--- config.mk ---
export PLATFORM = sky130hd
export DESIGN_NAME = wide_add_seq
export DESIGN_NICKNAME = d
export VERILOG_FILES = /design/src/rtl/wide_add_seq.sv
export SDC_FILE = /design/constraint.sdc
export NUM_CORES = 1
export LEC_CHECK = 0
export ABC_AREA = 1
export CAP_MARGIN = 20
export CORE_ASPECT_RATIO = 2
export CORE_MARGIN = 4
export CORE_UTILIZATION = 45
export DETAILED_ROUTE_END_ITERATION = 8
export PLACE_DENSITY = 0.76
export SETUP_SLACK_MARGIN = 0.1
export SLEW_MARGIN = 10
export SYNTH_ARGS = -nofsm -noshare
export SYNTH_HDL_FRONTEND = slang
export SYNTH_HIERARCHICAL = 1
export SYNTH_SLANG_ARGS = --single-unit
export TNS_END_PERCENT = 5
--- constraint.sdc ---
create_clock -name clk -period 14.3 [get_ports clk]
set_input_delay 3.575 -clock clk [delete_from_list [all_inputs] [get_ports clk]]
set_output_delay 3.575 -clock clk [all_outputs]
set_load 0.01 [all_outputs]
--- src/rtl/wide_add_seq.sv ---
// wide_add_seq: multi-precision add/subtract sequencer.
// Streams WORDS x 32-bit operands through one 32-bit ripple-carry adder,
// LSW first, carrying between words in a register.
// Optional feature macro: WIDE_ADD_OVF_EN adds the signed-overflow output ovf.

// 32-bit ripple-carry adder with a 33-bit sum output.
module rca32 (
  input  logic [31:0] a,
  input  logic [31:0] b,
  input  logic        ci,
  output logic [32:0] sum
);
  logic [32:0] c;

  // Bitwise full-adder chain: carry ripples from bit 0 to bit 31.
  always_comb begin
    c    = '0;
    sum  = '0;
    c[0] = ci;
    for (int i = 0; i < 32; i++) begin
      sum[i]   = a[i] ^ b[i] ^ c[i];
      c[i+1]   = (a[i] & b[i]) | (a[i] & c[i]) | (b[i] & c[i]);
    end
    sum[32] = c[32];
  end
endmodule

module wide_add_seq #(
  parameter int WORDS = 4,
  localparam int W    = 32 * WORDS
) (
  input  logic         clk,
  input  logic         rst,
  input  logic         in_valid,
  output logic         in_ready,
  input  logic [W-1:0] a,
  input  logic [W-1:0] b,
  input  logic         cin,
  input  logic         sub,
  output logic         out_valid,
  input  logic         out_ready,
  output logic [W-1:0] result,
  output logic         cout,
`ifdef WIDE_ADD_OVF_EN
  output logic         ovf,
`endif
  output logic         busy
);
  localparam int IDXW = (WORDS > 1) ? $clog2(WORDS) : 1;
  localparam logic [IDXW-1:0] LAST = IDXW'(WORDS - 1);

  typedef enum logic [1:0] {IDLE, RUN, DONE} state_t;

  state_t                 state_q, state_d;
  logic [IDXW-1:0]        idx_q, idx_d;
  logic [WORDS-1:0][31:0] a_q, a_d;
  logic [WORDS-1:0][31:0] b_q, b_d;
  logic [WORDS-1:0][31:0] result_q, result_d;
  logic                   sub_q, sub_d;
  logic                   carry_q, carry_d;
  logic                   cout_q, cout_d;
`ifdef WIDE_ADD_OVF_EN
  logic                   ovf_q, ovf_d;
`endif

  logic [31:0] add_a, add_b;
  logic [32:0] add_sum;

  // Current word operands; subtraction feeds the inverted B word (carry seeded to 1).
  always_comb begin
    add_a = a_q[idx_q];
    add_b = sub_q ? ~b_q[idx_q] : b_q[idx_q];
  end

  rca32 u_add (
    .a   (add_a),
    .b   (add_b),
    .ci  (carry_q),
    .sum (add_sum)
  );

  // Next-state and datapath update for the IDLE/RUN/DONE sequencer.
  always_comb begin
    state_d  = state_q;
    idx_d    = idx_q;
    a_d      = a_q;
    b_d      = b_q;
    sub_d    = sub_q;
    carry_d  = carry_q;
    result_d = result_q;
    cout_d   = cout_q;
`ifdef WIDE_ADD_OVF_EN
    ovf_d    = ovf_q;
`endif
    case (state_q)
      IDLE: begin
        if (in_valid) begin
          a_d     = a;
          b_d     = b;
          sub_d   = sub;
          carry_d = sub ? 1'b1 : cin;
          idx_d   = '0;
          state_d = RUN;
        end
      end
      RUN: begin
        result_d[idx_q] = add_sum[31:0];
        carry_d         = add_sum[32];
        idx_d           = idx_q + 1'b1;
        if (idx_q == LAST) begin
          cout_d  = add_sum[32];
`ifdef WIDE_ADD_OVF_EN
          // Carry into the MSB recovered from the top-word sum bit.
          ovf_d   = (add_a[31] ^ add_b[31] ^ add_sum[31]) ^ add_sum[32];
`endif
          idx_d   = '0;
          state_d = DONE;
        end
      end
      DONE: begin
        if (out_ready) state_d = IDLE;
      end
      default: state_d = IDLE;
    endcase
  end

  // State register with synchronous reset; reset discards any in-flight op.
  always_ff @(posedge clk) begin
    if (rst) begin
      state_q  <= IDLE;
      idx_q    <= '0;
      a_q      <= '0;
      b_q      <= '0;
      sub_q    <= 1'b0;
      carry_q  <= 1'b0;
      result_q <= '0;
      cout_q   <= 1'b0;
`ifdef WIDE_ADD_OVF_EN
      ovf_q    <= 1'b0;
`endif
    end else begin
      state_q  <= state_d;
      idx_q    <= idx_d;
      a_q      <= a_d;
      b_q      <= b_d;
      sub_q    <= sub_d;
      carry_q  <= carry_d;
      result_q <= result_d;
      cout_q   <= cout_d;
`ifdef WIDE_ADD_OVF_EN
      ovf_q    <= ovf_d;
`endif
    end
  end

  assign in_ready  = (state_q == IDLE);
  assign out_valid = (state_q == DONE);
  assign busy      = (state_q != IDLE);
  assign result    = result_q;
  assign cout      = cout_q;
`ifdef WIDE_ADD_OVF_EN
  assign ovf       = ovf_q;
`endif

endmodule
======== Word-level counts from Yosys, hierarchy flattened ========
Cells that the tools add are included.
cells by class
  $lt $le $gt $ge ......................... 2
  $add $sub $neg .......................... 1
  eq/ne operators ......................... 6
  bitwise operators ....................... 225
  reductions and logical operators ........ 8
  multiplexer cells ....................... 18
operators by type and width
  cell                 count
  $bmux 32 s2          2
  $bwmux 128           1
  $mux 32              4
  $and 1x1->1          96
  $demux 32 s2         1
  $or 1x1->1           64
  $xor 1x1->1          64
  $not 32->32          1
  $mux 2               5
  $pmux 2 s3           1
  $reduce_and 2->1     3
  $eq 2x2->1 const B   2
  $ne 2x2->1 const B   2
  $pmux 2 s2           1
  $reduce_bool 2->1    2
  $lt 2x3->1 const B   1
  $reduce_and 3->1     1
  $add 2x1->2 const B  1
  $eq 2x1->1 const B   1
  $ge 2x1->1 const B   1
  $logic_not 2->1      1
  $mux 1               2
  $ne 2x1->1 const B   1
  $pmux 1 s2           1
  $logic_and 1x1->1    1
storage, ports and cells
  word-level logic and storage cells ...... 277
  output and inout port bits .............. 132
  register bits after elaboration ......... 391
  input bits .............................. 262

======== Logic depth before layout (Yosys ltp) ========
  depth after elaboration ................. 101
  gate-level depth with buffers ........... 48
  gate-level depth less buffers ........... 46

======== Cells and area by module ========
The synthesis kept the hierarchy.
by module, submodules not included
  module        instances  cells each  area each (um^2)  seq. area each (um^2)
  wide_add_seq  1          2248        15835.2           7827.5
  rca32         1          42          678.2             0.0

======== Least setup slack after synthesis ========
OpenSTA, ideal clock, no wires.
  path type ............................... flip-flop to flip-flop
  start ................................... register idx_q[0]
  end ..................................... register result_q, in the netlist result[127]
  cell stages (with the launch flop) ...... 47
  library setup time ...................... 64 ps
  period minus slack after synthesis ...... 13405 ps
  data required time ...................... 14236 ps
  path buffers ............................ 2
  arrival time ............................ 13341 ps
  slack ................................... 895 ps
  path through ............................ dfxtp_1 > inv_1 > buf_2 > buf_2 > nand2_1 > nand3_1 > nand2_1 > nand2_1 > nand2_1 > inv_1 > fa_1 > inv_1 > fa_1 > fa_1 > fa_1 > fa_1 > fa_1 > fa_1 > [11 not listed] > fa_1 > fa_1 > fa_1 > fa_1 > fa_1 > fa_1 > fa_1 > fa_1 > fa_1 > fa_1 > fa_1 > fa_1 > fa_1 > inv_1 > fa_1 > inv_1 > nor2_1 > nor2_1
between the ends
  word-level cells in the longest chain between the ends .. 99
  elaborated cells on any way between the ends .. 169
  classes of those cells .................. order compare: 2; mux: 8; bitwise: 158; reduce/logical: 1
ends and longest elaborated chain
  element                            line  text
  start: declaration                 55    logic [IDXW-1:0] idx_q, idx_d;
  start signal: assignment           143   idx_q <= idx_d;
  $bmux 32 s2 (*)                    72    add_b = sub_q ? ~b_q[idx_q] : b_q[idx_q];
  $mux 32 (implied by the code) (*)  72
  $not 32->32                        72
  $mux 32 (*)                        72
  net add_b[0]                       66    logic [31:0] add_a, add_b;
  $and 1x1->1                        22    c[i+1] = (a[i] & b[i]) | (a[i] & c[i]) | (b[i] & c[i]);
  $or 1x1->1                         22
  $or 1x1->1 (*)                     22
  [85 not listed]                    -
  $or 1x1->1                         22
  $or 1x1->1 (*)                     22
  $and 1x1->1                        22
  $or 1x1->1                         22
  $or 1x1->1 (*)                     22
  $xor 1x1->1 (*)                    21    sum[i] = a[i] ^ b[i] ^ c[i];
  net add_sum[31]                    67    logic [32:0] add_sum;
  $bwmux 128 (*)                     107   result_d[idx_q] = add_sum[31:0];
  end signal: assignment             148   result_q <= result_d;
  end: declaration                   58    logic [WORDS-1:0][31:0] result_q, result_d;
Mark *: on every way through the listed nets, which the timed path passes. The rest lies on a longest branch. The select of a mux whose other input is x is not followed.
A chain may end at the register's enable or synchronous reset.

======== Worst setup path in the final report ========
Ends and elaborated chain as after synthesis.

==> run summary <==
The initial utilization of the core area, before any placement, comes to 0.4534. For the worst setup path, the data required time is 14.76 ns. The final critical path time including I/O delays and setup is 13.70 ns. The number of cells on the worst reg-to-reg path is 44.

The leftover overflow at the end of global routing came out at 0. The number of distinct library cells after synthesis came out at 20. Of the post-synthesis cell area, the dominant cell type holds 0.4740. The number of buffers on the longest clock path came out at 3. The run finished with clean final reports. The fraction of layout instances using a drive strength above 1 came out at 0.03860. At the worst endpoint, the arrival time is 14.16 ns. The simple-gate area share of the yosys netlist is 0.2775. The detail route stage leaves a number of antenna-violating nets equal to 0. On the final layout, the worst clock skew is 0.01233 ns. The headroom to the max-slew limit is 0.3251.

The setup path with the least slack is of type reg2reg. In the global route stage, overall resource usage came out at 0.2623. The count of buffers added on input and output ports is 393.

The final number of max-transition violations came out at 0. Buffers inserted during clock tree synthesis total 34. The fraction of the core area covered by cells at the end of the flow came out at 0.5950.

The I/O pin total came out at 394. The detailed-routing iteration count for the pre-antenna-repair pass is 7. At the end of the flow, the number of nets in the layout was 2,866. The share of the cycle needed by the critical path after routing came out at 0.9584. The largest total area in the synthesized netlist belongs to sky130_fd_sc_hd__dfxtp_1. Compared with the post-synthesis result, the final layout area differs by 31.22%. The type of destination of the critical path is a flop. The reg2reg setup slack came out at 0.60 ns. For the pin with the worst max-slew slack, the measured transition is 1.012 ns. The count of standard-cell rows is 99. Across the run, the number of max-cap violations was 0. The sum of routed wire length over all layers is 54,830 µm. In the routed design, unresolved DRC markers number 0. The final cell area excluding filler cells is 21,670 µm². The worst reg2reg path startpoint is idx_q[0]$_SDFFE_PP0P_.

The final-layout fill cell count came out at 3,304. The post-CTS clock slew at the launch and capture registers of the worst setup and hold paths came out at 0.07 ns. The total count of hold-check failures in the final report came out at 0. The share of synthesized area occupied by flip-flops and latches came out at 0.4740. The worst hold path begins at cout$_SDFFE_PP0P_.

Of the total synthesized cell area, the portion taken by full adders, half adders and majority gates is 0.04182. The area used by sequential logic in the layout came out at 7835 µm². The synthesized netlist cell count came out at 2,290. The DRC violation total after the first TritonRoute iteration came out at 1,140. The weighted congestion reported at the end of routability-driven placement came out at 0.8861. The dominant register cell in the synthesized netlist is sky130_fd_sc_hd__dfxtp_1. The average footprint of a synthesized cell came out at 7.211 µm². Summing all multi-input logic gate instances after layout gives 7782 µm². TritonCTS built the clock tree. The floorplan core area is 36,420 µm². The cell count of the worst hold path is 2. The cell sitting at the root of the clock tree is a sky130_fd_sc_hd__clkbuf_16. The number of failing setup endpoints in the final timing report is 0.

The peak supply drop is 0.0001054 V. Counting every net in the synthesized netlist gives 2,588. The die covers 40,010 µm².

The placement-stage cell area came out at 20,410 µm². The synthesized design contains 0 enable-type register cells. The cell leakage power came out at 8.974 nW. The final worst hold slack is 0.4634 ns. For this design, the slowest cell found on the critical path is sky130_fd_sc_hd__fa_1. The worst hold path terminates at cout$_SDFFE_PP0P_. The number of global-route vias before repair came out at 15.60k. The die span in x is 143.5 µm.

The share of the synthesized area in compound gates (AO/OA/AOI/OAI) was 0.1503. The clock network latency to the later pin of the worst-skew pair came out at 0.53 ns. The H-tree was split into 2 levels. The detailed-route vias per instance came out at 5.334. Counting flops and latches in the post-synthesis netlist gives 391.

In this run the worst path has a maximum fanout of 12. The dominant combinational cell family by area after synthesis is simple AND/OR/NAND/NOR gates. The post-synthesis share of cell area spent on xor and xnor gates came out at 0. The final worst slack came out at 0.5952 ns. The average wire length per cell after detail routing is 17.98 µm. The routed via count is 16.27k. The highest clock rate is 72.97 MHz. The netlist area before placement is 16,510 µm². The count of clock tree sinks is 391. The warning count from the yosys run is 6.

The type of element launching the critical path is a flop. The endpoint identified for the worst register-to-register timing path is result[127]$_SDFFE_PP0P_. The summed negative setup slack over all endpoints came out at 0 ns. The pin count of the biggest net entering global routing is 259. The post-placement setup slack came out at 0.2749 ns.

The async set-or-reset flop fraction in the synthesized netlist is 0. Setup repair after global routing left no endpoint under its margin. The multiplexer share of the synthesized area is 0.

The post-CTS setup-driven buffer insertion count is 0. In this run the vertical extent of the chip is 278.9 µm. Once detailed placement completed, the half-perimeter wirelength came to 39,330 µm.

The ratio of total power to cell area is 127.1 nW/µm². By area the synthesized netlist is led by sky130_fd_sc_hd__dfxtp_1, sky130_fd_sc_hd__nor2_1, sky130_fd_sc_hd__o21ai_0, sky130_fd_sc_hd__nand2_1, sky130_fd_sc_hd__fa_1. Counting stages on the worst path, the most repeated cell is sky130_fd_sc_hd__fa_1. The first global-routing pass estimated 83,230 µm of wire. The path type of the worst min-delay path is reg2reg. The number of antenna violations at the first check in global routing is 5. In this design, the stage delay of the slowest critical-path cell is 0.42 ns.
[worst max-delay path by stage]
| stage | startpoint | to | slack, ns | cells past startpoint |
|---|---|---|---|---|
| after floorplan | idx_q[0]$_SDFFE_PP0P_ | result[127]$_SDFFE_PP0P_ | 0.89 | 46 |
| after global placement | idx_q[0]$_SDFFE_PP0P_ | result[95]$_SDFFE_PP0P_ | 0.40 | 44 |
| after detailed placement | idx_q[0]$_SDFFE_PP0P_ | result[31]$_SDFFE_PP0P_ | 0.27 | 44 |
| after CTS | idx_q[0]$_SDFFE_PP0P_ | result[31]$_SDFFE_PP0P_ | 0.20 | 44 |
| after global routing | idx_q[0]$_SDFFE_PP0P_ | result[63]$_SDFFE_PP0P_ | 0.14 | 44 |
| final | idx_q[0]$_SDFFE_PP0P_ | result[127]$_SDFFE_PP0P_ | 0.60 | 44 |
[per-layer routing]
| layer | vias up | share of wire | wire length, µm | global-route usage |
|---|---|---|---|---|
| met2 | 653 | 0.51 | 27930 | 0.4561 |
| met5 | - | 0 | 0 | 0 |
| li1 | 7922 | - | - | - |
| met1 | 7538 | 0.37 | 20330 | 0.3014 |
| met4 | 0 | 0.066 | 3623 | 0.1687 |
| met3 | 155 | 0.054 | 2939 | 0.02674 |
[cell usage after synthesis, types with 18 or more instances]
cell type                  count
sky130_fd_sc_hd__buf_2        55
sky130_fd_sc_hd__buf_4        18
sky130_fd_sc_hd__clkbuf_1     71
sky130_fd_sc_hd__clkbuf_2     19
sky130_fd_sc_hd__dfxtp_1     391
sky130_fd_sc_hd__fa_1         32
sky130_fd_sc_hd__inv_1        27
sky130_fd_sc_hd__nand2_1     235
sky130_fd_sc_hd__nand3_1      99
sky130_fd_sc_hd__nor2_1      833
sky130_fd_sc_hd__o21ai_0     446
sky130_fd_sc_hd__o22ai_1      32
[worst max-delay path: cells and delay by family, from the launching register on]
kind | cells | cell delay (ns)
buffers and inverters | 5 | 0.42
AND/OR/NAND/NOR | 7 | 0.49
flip-flops | 1 | 0.40
adder cells (fa/ha/maj) | 32 | 12.34
[state kept, by name, summed over array words and instances (netlist names)]
name / cells
cout: 1
state_q: 2
sub_q: 1
carry_q: 1
idx_q: 2
a_q: 128
b_q: 128
result: 128
[placed cells by master (no fill, tap or decap), drive strengths merged, types with 8 or more instances in the layout]
master         count
buf               20
clkbuf            43
clkdlybuf4s50    393
clkinv             8
dfxtp            391
fa                32
inv               31
nand2            237
nand3             99
nor2             838
o21ai            450
o22ai             32
[power breakdown]
part           total (W)  switching, W  internal, W
Combinational   0.000557      0.000327     0.000230
Clock           0.000984      0.000415     0.000569
Sequential       0.00121     0.0000448      0.00117
[what timing repair did]
action / CTS / global route
gates resized for setup: 0 / 8
setup endpoints to repair: 0 / 6
hold buffers: 0 / 0
[through the flow]
| step | instances | power [W] |
|---|---|---|
| final | 3050 | 0.002754 |
| after global routing | 3050 | 0.002868 |
| after CTS | 3043 | 0.002754 |
| after detailed placement | 2984 | 0.001782 |
| after global placement | 2982 | 0.001767 |
| after floorplan | 2290 | 0.001542 |
[cells by family after synthesis]
group / count (synthesis)
and+or+nand+nor: 1174
AOI/OAI and AO/OA: 488
DFF: 391
buffers and inverters: 201
adders and majority gates: 36
[final cells by class]
type	count	area share
flip-flops and latches	391	0.3616
inverters	30	0.006005
well taps	454	0.02621
clock buffers	43	0.04608
clock inverters	16	0.008834
diodes	5	0.0005774
repair buffers	413	0.1916
multi-input cells	1698	0.3591
Power figures use the tool's default switching activity.
